--- src/rtl/ep_arith_engine.sv ---
// rtl/ep_arith_engine.sv - FrontPanel operand/mode arithmetic engine (ADD/SUB/ACC/shift-add MUL)
//
// Ports:
//   ti_clk    in   host interface clock, rising edge
//   ti_rst_n  in   asynchronous active-low reset
//   start     in   one-cycle request pulse (TriggerIn)
//   clr       in   one-cycle synchronous clear of acc/result/status/count
//   mode      in   0=ADD 1=SUB 2=ACC 3=MUL, sampled with start
//   op_a      in   operand A, sampled with start
//   op_b      in   operand B, sampled with start
//   result    out  registered 2*WIDTH result
//   busy      out  high while a MUL is iterating
//   done      out  one-cycle pulse when result updates
//   overflow  out  sticky carry/borrow/accumulator-wrap flag
//   op_count  out  completed operation counter (wraps)
//   led       out  active-low LED drive from result low bits
//
// Optional feature: define ARITH_SAT_EN to make ACC saturate at all-ones
// instead of wrapping.
module ep_arith_engine #(
  parameter int WIDTH = 16,
  parameter int LED_W = 4,
  parameter int CNT_W = 16
) (
  input  logic                 ti_clk,
  input  logic                 ti_rst_n,
  input  logic                 start,
  input  logic                 clr,
  input  logic [1:0]           mode,
  input  logic [WIDTH-1:0]     op_a,
  input  logic [WIDTH-1:0]     op_b,
  output logic [2*WIDTH-1:0]   result,
  output logic                 busy,
  output logic                 done,
  output logic                 overflow,
  output logic [CNT_W-1:0]     op_count,
  output logic [LED_W-1:0]     led
);

  localparam int RW = 2 * WIDTH;
  localparam int IW = $clog2(WIDTH);

  localparam logic [1:0] M_ADD = 2'd0;
  localparam logic [1:0] M_SUB = 2'd1;
  localparam logic [1:0] M_ACC = 2'd2;
  localparam logic [1:0] M_MUL = 2'd3;

  typedef enum logic {S_IDLE, S_MUL} state_t;

  state_t           state_q, state_d;
  logic [RW-1:0]    result_q, result_d;
  logic [RW-1:0]    acc_q, acc_d;
  logic [RW-1:0]    mcand_q, mcand_d;
  logic [RW-1:0]    prod_q, prod_d;
  logic [WIDTH-1:0] mplier_q, mplier_d;
  logic [IW-1:0]    iter_q, iter_d;
  logic             done_q, done_d;
  logic             ovf_q, ovf_d;
  logic [CNT_W-1:0] cnt_q, cnt_d;

  logic [WIDTH:0]   sum_add;
  logic [RW:0]      acc_sum;
  logic [RW-1:0]    mul_step;
  logic             mul_last;

  assign sum_add  = {1'b0, op_a} + {1'b0, op_b};
  assign acc_sum  = {1'b0, acc_q} + {{(WIDTH + 1){1'b0}}, op_a};
  assign mul_step = prod_q + (mplier_q[0] ? mcand_q : '0);
  assign mul_last = (iter_q == IW'(WIDTH - 1));

  // State register (plus all datapath flops)
  always_ff @(posedge ti_clk or negedge ti_rst_n) begin
    if (!ti_rst_n) begin
      state_q  <= S_IDLE;
      result_q <= '0;
      acc_q    <= '0;
      mcand_q  <= '0;
      prod_q   <= '0;
      mplier_q <= '0;
      iter_q   <= '0;
      done_q   <= 1'b0;
      ovf_q    <= 1'b0;
      cnt_q    <= '0;
    end else begin
      state_q  <= state_d;
      result_q <= result_d;
      acc_q    <= acc_d;
      mcand_q  <= mcand_d;
      prod_q   <= prod_d;
      mplier_q <= mplier_d;
      iter_q   <= iter_d;
      done_q   <= done_d;
      ovf_q    <= ovf_d;
      cnt_q    <= cnt_d;
    end
  end

  // Next-state logic; clr aborts any MUL and swallows a coincident start
  always_comb begin
    state_d = state_q;
    if (clr) begin
      state_d = S_IDLE;
    end else begin
      case (state_q)
        S_IDLE:  if (start && mode == M_MUL) state_d = S_MUL;
        S_MUL:   if (mul_last) state_d = S_IDLE;
        default: state_d = S_IDLE;
      endcase
    end
  end

  // Datapath next values
  always_comb begin
    result_d = result_q;
    acc_d    = acc_q;
    mcand_d  = mcand_q;
    prod_d   = prod_q;
    mplier_d = mplier_q;
    iter_d   = iter_q;
    done_d   = 1'b0;
    ovf_d    = ovf_q;
    cnt_d    = cnt_q;

    if (clr) begin
      result_d = '0;
      acc_d    = '0;
      ovf_d    = 1'b0;
      cnt_d    = '0;
    end else begin
      if (state_q == S_IDLE && start) begin
        case (mode)
          M_ADD: begin
            result_d = {{(WIDTH - 1){1'b0}}, sum_add};
            ovf_d    = ovf_q | sum_add[WIDTH];
            done_d   = 1'b1;
          end
          M_SUB: begin
            result_d = {{WIDTH{1'b0}}, op_a - op_b};
            ovf_d    = ovf_q | (op_a < op_b);
            done_d   = 1'b1;
          end
          M_ACC: begin
`ifdef ARITH_SAT_EN
            acc_d = acc_sum[RW] ? '1 : acc_sum[RW-1:0];
`else
            acc_d = acc_sum[RW-1:0];
`endif
            result_d = acc_d;
            ovf_d    = ovf_q | acc_sum[RW];
            done_d   = 1'b1;
          end
          default: begin
            // Multiplicand shifts left and multiplier right each iteration
            mcand_d  = {{WIDTH{1'b0}}, op_a};
            mplier_d = op_b;
            prod_d   = '0;
            iter_d   = '0;
          end
        endcase
      end else if (state_q == S_MUL) begin
        prod_d   = mul_step;
        mcand_d  = mcand_q << 1;
        mplier_d = mplier_q >> 1;
        iter_d   = iter_q + IW'(1);
        if (mul_last) begin
          result_d = mul_step;
          done_d   = 1'b1;
        end
      end
      if (done_d) cnt_d = cnt_q + CNT_W'(1);
    end
  end

  // Outputs
  always_comb begin
    busy     = (state_q == S_MUL);
    result   = result_q;
    done     = done_q;
    overflow = ovf_q;
    op_count = cnt_q;
    led      = ~result_q[LED_W-1:0];
  end

endmodule

--- config.mk ---
export PLATFORM = sky130hd
export DESIGN_NAME = ep_arith_engine
export DESIGN_NICKNAME = d
export VERILOG_FILES = /design/src/rtl/ep_arith_engine.sv
export SDC_FILE = /design/constraint.sdc
export NUM_CORES = 1
export LEC_CHECK = 0
export ABC_AREA = 1
export CORE_AREA = 4 4 214 216
export DETAILED_ROUTE_END_ITERATION = 7
export DIE_AREA = 0 0 218 220
export PLACE_DENSITY = 0.45
export SLEW_MARGIN = 20
export SYNTH_ARGS = -nofsm -noshare
export SYNTH_HDL_FRONTEND = slang
export SYNTH_SLANG_ARGS = --single-unit
--- constraint.sdc ---
create_clock -name ti_clk -period 4.4 [get_ports ti_clk]
set_input_delay 0.88 -clock ti_clk [delete_from_list [all_inputs] [get_ports ti_clk]]
set_output_delay 0.88 -clock ti_clk [all_outputs]
set_load 0.05 [all_outputs]
* Yosys cells after proc, flatten, opt, wreduce, memory -nomap -nowiden
Cells that the tools add are included.
Operators by class: add/subtract/negate cells 6, magnitude comparators 1, eq/ne operators 6, mux-type cells 36, bitwise logic cells 6, reductions and logical operators 15
Operators with widths (number):
- 32-bit two-way mux | 14
- 32-bit case mux with 3 select lines | 1
- 16-bit two-way mux | 5
- 32-bit by 16-bit adder with 33-bit output | 1
- 32-bit adder | 1
- 16-bit by 16-bit adder with 17-bit output | 1
- 16-bit by 1-bit adder with 16-bit output, second input constant | 1
- 16-bit less-than comparator | 1
- 16-bit subtractor | 1
- 4-bit two-way mux | 3
- 1-bit two-way mux | 11
- 2-bit nonzero test | 4
- 3-bit AND reduction | 2
- 3-bit nonzero test | 2
- 5-bit by 2-bit != test with 1-bit output, second input constant | 1
- 4-bit by 1-bit adder with 4-bit output, second input constant | 1
- 2-bit == test, second input constant | 2
- 4-bit == test, second input constant | 1
- 4-bit inverter | 1
- 2-bit AND reduction | 2
- 4-bit nonzero test | 1
- 1-bit OR | 3
- 1-bit case mux with 3 select lines | 1
- 3-bit OR reduction | 1
- 6 further kinds | 8
Word-level totals: register bits after elaboration 167, input bits 38, output and inout port bits 55, word-level logic and storage cells 80

* Logic depth before layout (Yosys ltp)
depth after elaboration 7, gate-level depth with buffers 20, depth with buffers taken out 18

* Least setup slack after synthesis
OpenSTA, ideal clock, no wires.
path kind register to register, start point register mplier_q[0], end point register result_q[18], in the netlist result[18], library setup time 118 ps, arrival 2414 ps, data required time 4282 ps, slack 1868 ps, cell stages (with the launch flop) 21, path buffers 2, clock period less this slack 2532 ps, cell sequence dfrtp_1 clkbuf_1 clkbuf_1 nand2_1 inv_1 ha_1 inv_1 fa_1 nand3b_1 nand2_1 nand2_1 nand2_1 nand2_1 nand2_1 nand2_1 nand2_1 a21oi_1 o21ai_0 nand2_1 nand2_1 nand2_1
On the way: cells in the longest elaborated chain, start to end 6
RTL lines:
- start: declaration | RTL line 55 | logic [WIDTH-1:0] mplier_q, mplier_d;
- start signal: assignment | RTL line 90 | mplier_q <= mplier_d;
- 32-bit two-way mux | RTL line 68 | assign mul_step = prod_q + (mplier_q[0] ? mcand_q : '0);
- 32-bit adder | RTL line 68
- 32-bit two-way mux | RTL line 165 | if (mul_last) begin
- 32-bit two-way mux | RTL line 160 | end else if (state_q == S_MUL) begin
- 32-bit two-way mux | RTL line 130 | if (state_q == S_IDLE && start) begin
- 32-bit two-way mux | RTL line 124 | if (clr) begin
- end signal: assignment | RTL line 86 | result_q <= result_d;
- end: declaration | RTL line 51 | logic [RW-1:0] result_q, result_d;
Every way passes these cells. The select of a mux whose other input is x is not followed. A chain may end at the register's enable or synchronous reset.

* Worst setup path in the final report
start point input op_a[11], end point register result_q[12], in the netlist result[12]
On the way: cells in the longest elaborated chain, start to end 4, elaborated cells on any way between the ends 6, classes of those cells 3 x add/sub; 3 x mux
RTL lines:
- start: declaration | RTL line 30 | input logic [WIDTH-1:0] op_a,
- 32-bit by 16-bit adder with 33-bit output, or another cell as far along | RTL line 67 | assign acc_sum = {1'b0, acc_q} + {{(WIDTH + 1){1'b0}}, op_a};
- 32-bit case mux with 3 select lines (*) | RTL line 131 | case (mode)
- 32-bit two-way mux (*) | RTL line 130
- 32-bit two-way mux (*) | RTL line 124
Mark *: on every way between the ends. The rest lies on a longest branch, timed or not.

==> metrics <==
result of the run=finished, final reports clean; Pwr Total=6.37 mW; final antenna-violating net count=0; top area cells in the synthesized netlist=sky130_fd_sc_hd__dfrtp_1, sky130_fd_sc_hd__nand2_1, sky130_fd_sc_hd__ha_1; most prevalent standard cell on the critical path=sky130_fd_sc_hd__nand2_1; Mapped Nets=2114; vertical extent of the die=220 um; Setup Total Neg Slack=0 ns; commonest register cell after synthesis=sky130_fd_sc_hd__dfrtp_1; post-CTS sizing=0; start-to-end type of the worst setup path=in2reg; count of H-tree levels built during CTS=4; CTS hold repair buffers=0; worst setup slack before clock tree synthesis=0.700 ns; gr usage total=20.5%; buffers from clock root to sink, at most=2; setup repair after global routing missed its margin=no; measured slew at the worst slew-check pin=0.709 ns; kind of cell adding the most delay to the critical path=simple AND/OR/NAND/NOR gates; number of warnings issued by yosys=0; fraction of the yosys area taken by sequential cells=32.1%; number of nets in the final layout=2177; RD Place Congestion=0.948; required time reported for the critical path endpoint=4.77 ns; FP Rows=77; latest clock arrival within the worst-skew pair=0.50 ns; DRC violations left=0; count of pins over their slew limit=0; Port Buf Inserts=92; Post-Synthesis Cell Area=13000 um^2; number of antenna violations at the first check in global routing=1; r2r worst-path depth=15; diode count=0; fraction of final layout cells sized beyond drive strength 1=3.88%; final count of negative-setup-slack endpoints=0; Avg WL per Cell=18.0 um; final standard cell count with taps included and fillers excluded=2655; Max Clock Skew=0.0201 ns; number of buffers inserted during clock tree synthesis=17; proportion of register bits with asynchronous set or reset after synthesis=100%; Placed Cells=2623; Finished Cell Area=15100 um^2; total wirelength of the detailed-routed design=47.7 mm; min cycle time layout=3.22 ns; Worst EP arrival=3.59 ns; count of max-cap constraint violations=0; TritonCTS clock tree=yes; CP max-delay cell=sky130_fd_sc_hd__clkdlybuf4s50_1; maximum frequency from static timing analysis=310 MHz; crit share post-route=73.3%; area share of the largest cell type after synthesis=32.1%; signed area change from the synthesized netlist to the final layout=16.5%; Critical Path, Cell by Cell=clkdlybuf4s50_1 -> ha_1 -> a21oi_1 -> o21ai_0 -> a21oi_1 -> nand3_1 -> nand3_1 -> nand3_1 -> nand2_1 -> nand2_1 -> nand2_1 -> nand2_1; Buf/Inv on CP=1; Synth cell types=47; post-synthesis area per instance=6.55 um^2; maximum fanout encountered on the critical timing path=5; DRC violation total after the first TritonRoute iteration=1013; standard cell core area=43900 um^2; gate count after technology mapping=1987; post-detailed-placement cell area=14500 um^2; largest net degree at the start of global routing=84; Post-CTS Setup Inserts=0; post-synthesis register bit count=167; class of the worst hold path=in2async; final worst slack=1.18 ns; list of most frequent post-synthesis cells=sky130_fd_sc_hd__nand2_1, sky130_fd_sc_hd__inv_1, sky130_fd_sc_hd__dfrtp_1; headroom to the max-slew limit=52.7%; vias post-DR=12900; drt first pass iters=5; number of enable-type register cells in the synthesized netlist=0; delay of the slowest cell on the worst path=0.65 ns; most frequent cell after synthesis=sky130_fd_sc_hd__nand2_1; library cell with the largest summed area after synthesis=sky130_fd_sc_hd__dfrtp_1; Critical Path End Type=flip-flop; DIE AREA=48000 um^2; vias in the first global route=13100; detailed-placement wirelength estimate=37.6 mm; cell at the root of the clock tree=sky130_fd_sc_hd__clkbuf_16; vias per cell=4.86; number of I/O pins=93; wire length of the first global-routing pass=75.3 mm; Startpoint Class=input port; final count of hold timing violations=0; reported leakage power=7.65 nW; effective utilization at floorplan=29.6%; width of the die=218 um; number of clock sinks=167; CTS clock-pin slew for the worst setup and hold paths=0.08 ns; residual overflow from global routing=0; power per cell area=421 nW/um^2; maximum vdd drop=308 uV; Worst path depth=12
## state kept, by name (all words and copies together), names as in the netlist
signal and cells:
mcand_q 32, done 1, op_count 16, acc_q 32, prod_q 32, iter_q 4, busy 1, mplier_q 16
overflow 1, result 32
## through the flow
stage / hold slack [ns] / utilization [%]
after CTS: 0.336 / 34.5
after global placement: 0.467 / 33.1
after global routing: 0.367 / 34.5
after detailed placement: 0.465 / 33.1
after floorplan: 0.446 / -
final: 0.354 / 34.5
## power breakdown
part / switching [mW] / total, mW / leakage (nW) / internal (mW)
Sequential: 0.221 / 2.08 / 2.20 / 1.86
Combinational: 1.82 / 2.65 / 5.16 / 0.838
Clock: 0.762 / 1.63 / 0.290 / 0.870
## worst register-to-register path: cells and delay by family, from the launching register on
kind                     cells  cell delay, ns
AO/OA/AOI/OAI                3            0.78
adder cells (fa/ha/maj)      1            0.27
buffers and inverters        2            0.40
flip-flops                   1            0.40
AND/OR/NAND/NOR              9            0.93
## metal layers
layer / vias to the layer above / wire (um) / global-route usage, %
li1: 6530 / - / -
met1: 6087 / 23300 / 28.4
met2: 250 / 21500 / 32.7
met3: 48 / 2110 / 4.30
met4: 0 / 814 / 4.91
met5: - / 0 / 0
## layout by cell type, fill, tap and decap left out, types with 4 or more instances in the layout
master,instances
sky130_fd_sc_hd__dfrtp_1,167
sky130_fd_sc_hd__a31oi_1,17
sky130_fd_sc_hd__xnor2_1,7
sky130_fd_sc_hd__o21ai_0,124
sky130_fd_sc_hd__nand3_1,154
sky130_fd_sc_hd__fa_1,4
sky130_fd_sc_hd__o22ai_1,19
sky130_fd_sc_hd__inv_2,7
sky130_fd_sc_hd__xor2_1,13
sky130_fd_sc_hd__nor2_4,6
sky130_fd_sc_hd__clkbuf_16,17
sky130_fd_sc_hd__o21bai_1,10
sky130_fd_sc_hd__buf_4,14
sky130_fd_sc_hd__nor3_1,30
sky130_fd_sc_hd__o21a_1,6
sky130_fd_sc_hd__nand2_1,652
sky130_fd_sc_hd__nand4_1,16
sky130_fd_sc_hd__o211ai_1,18
sky130_fd_sc_hd__clkdlybuf4s50_1,91
sky130_fd_sc_hd__inv_8,4
sky130_fd_sc_hd__a21oi_1,124
sky130_fd_sc_hd__nand2_2,7
sky130_fd_sc_hd__o21ai_1,5
sky130_fd_sc_hd__o31ai_1,4
sky130_fd_sc_hd__nor2_1,138
sky130_fd_sc_hd__inv_1,275
sky130_fd_sc_hd__ha_1,85
sky130_fd_sc_hd__nand3b_1,9
## logic make-up after synthesis
| group | Yosys count | share of synthesized area [%] |
|---|---|---|
| AO/OA/AOI/OAI | 336 | 14.2 |
| XOR/XNOR | 20 | 1.35 |
| adder cells (fa/ha/maj) | 89 | 8.79 |
| buffers and inverters | 347 | 10.5 |
| flip-flops | 167 | 32.1 |
| AND/OR/NAND/NOR | 1028 | 33.0 |
## final timing paths
path                                               from                endpoint  slack, ns
worst max-delay path                           op_a[11]  result[12]$_DFFE_PN0P_       1.18
worst min-delay path                           ti_rst_n    acc_q[8]$_DFFE_PN0P_       0.35
worst max register to register  mplier_q[0]$_DFFE_PN0P_  result[28]$_DFFE_PN0P_       1.56
worst min register to register   result[27]$_DFFE_PN0P_  result[27]$_DFFE_PN0P_       0.48
max in group asynchronous                      ti_rst_n   acc_q[17]$_DFFE_PN0P_       3.05
min in group ti_clk              result[27]$_DFFE_PN0P_  result[27]$_DFFE_PN0P_       0.48
## area by class of cell
class                   count  area [um^2]
fillers                  4883        28800
multi-input cells        1473         7470
flip-flops and latches    167         4180
repair buffers            109         1090
inverters                 282         1060
well taps                 592          741
clock buffers              19          443
clock inverters            13          166
Note: power is estimated with default switching activity, not from simulation.
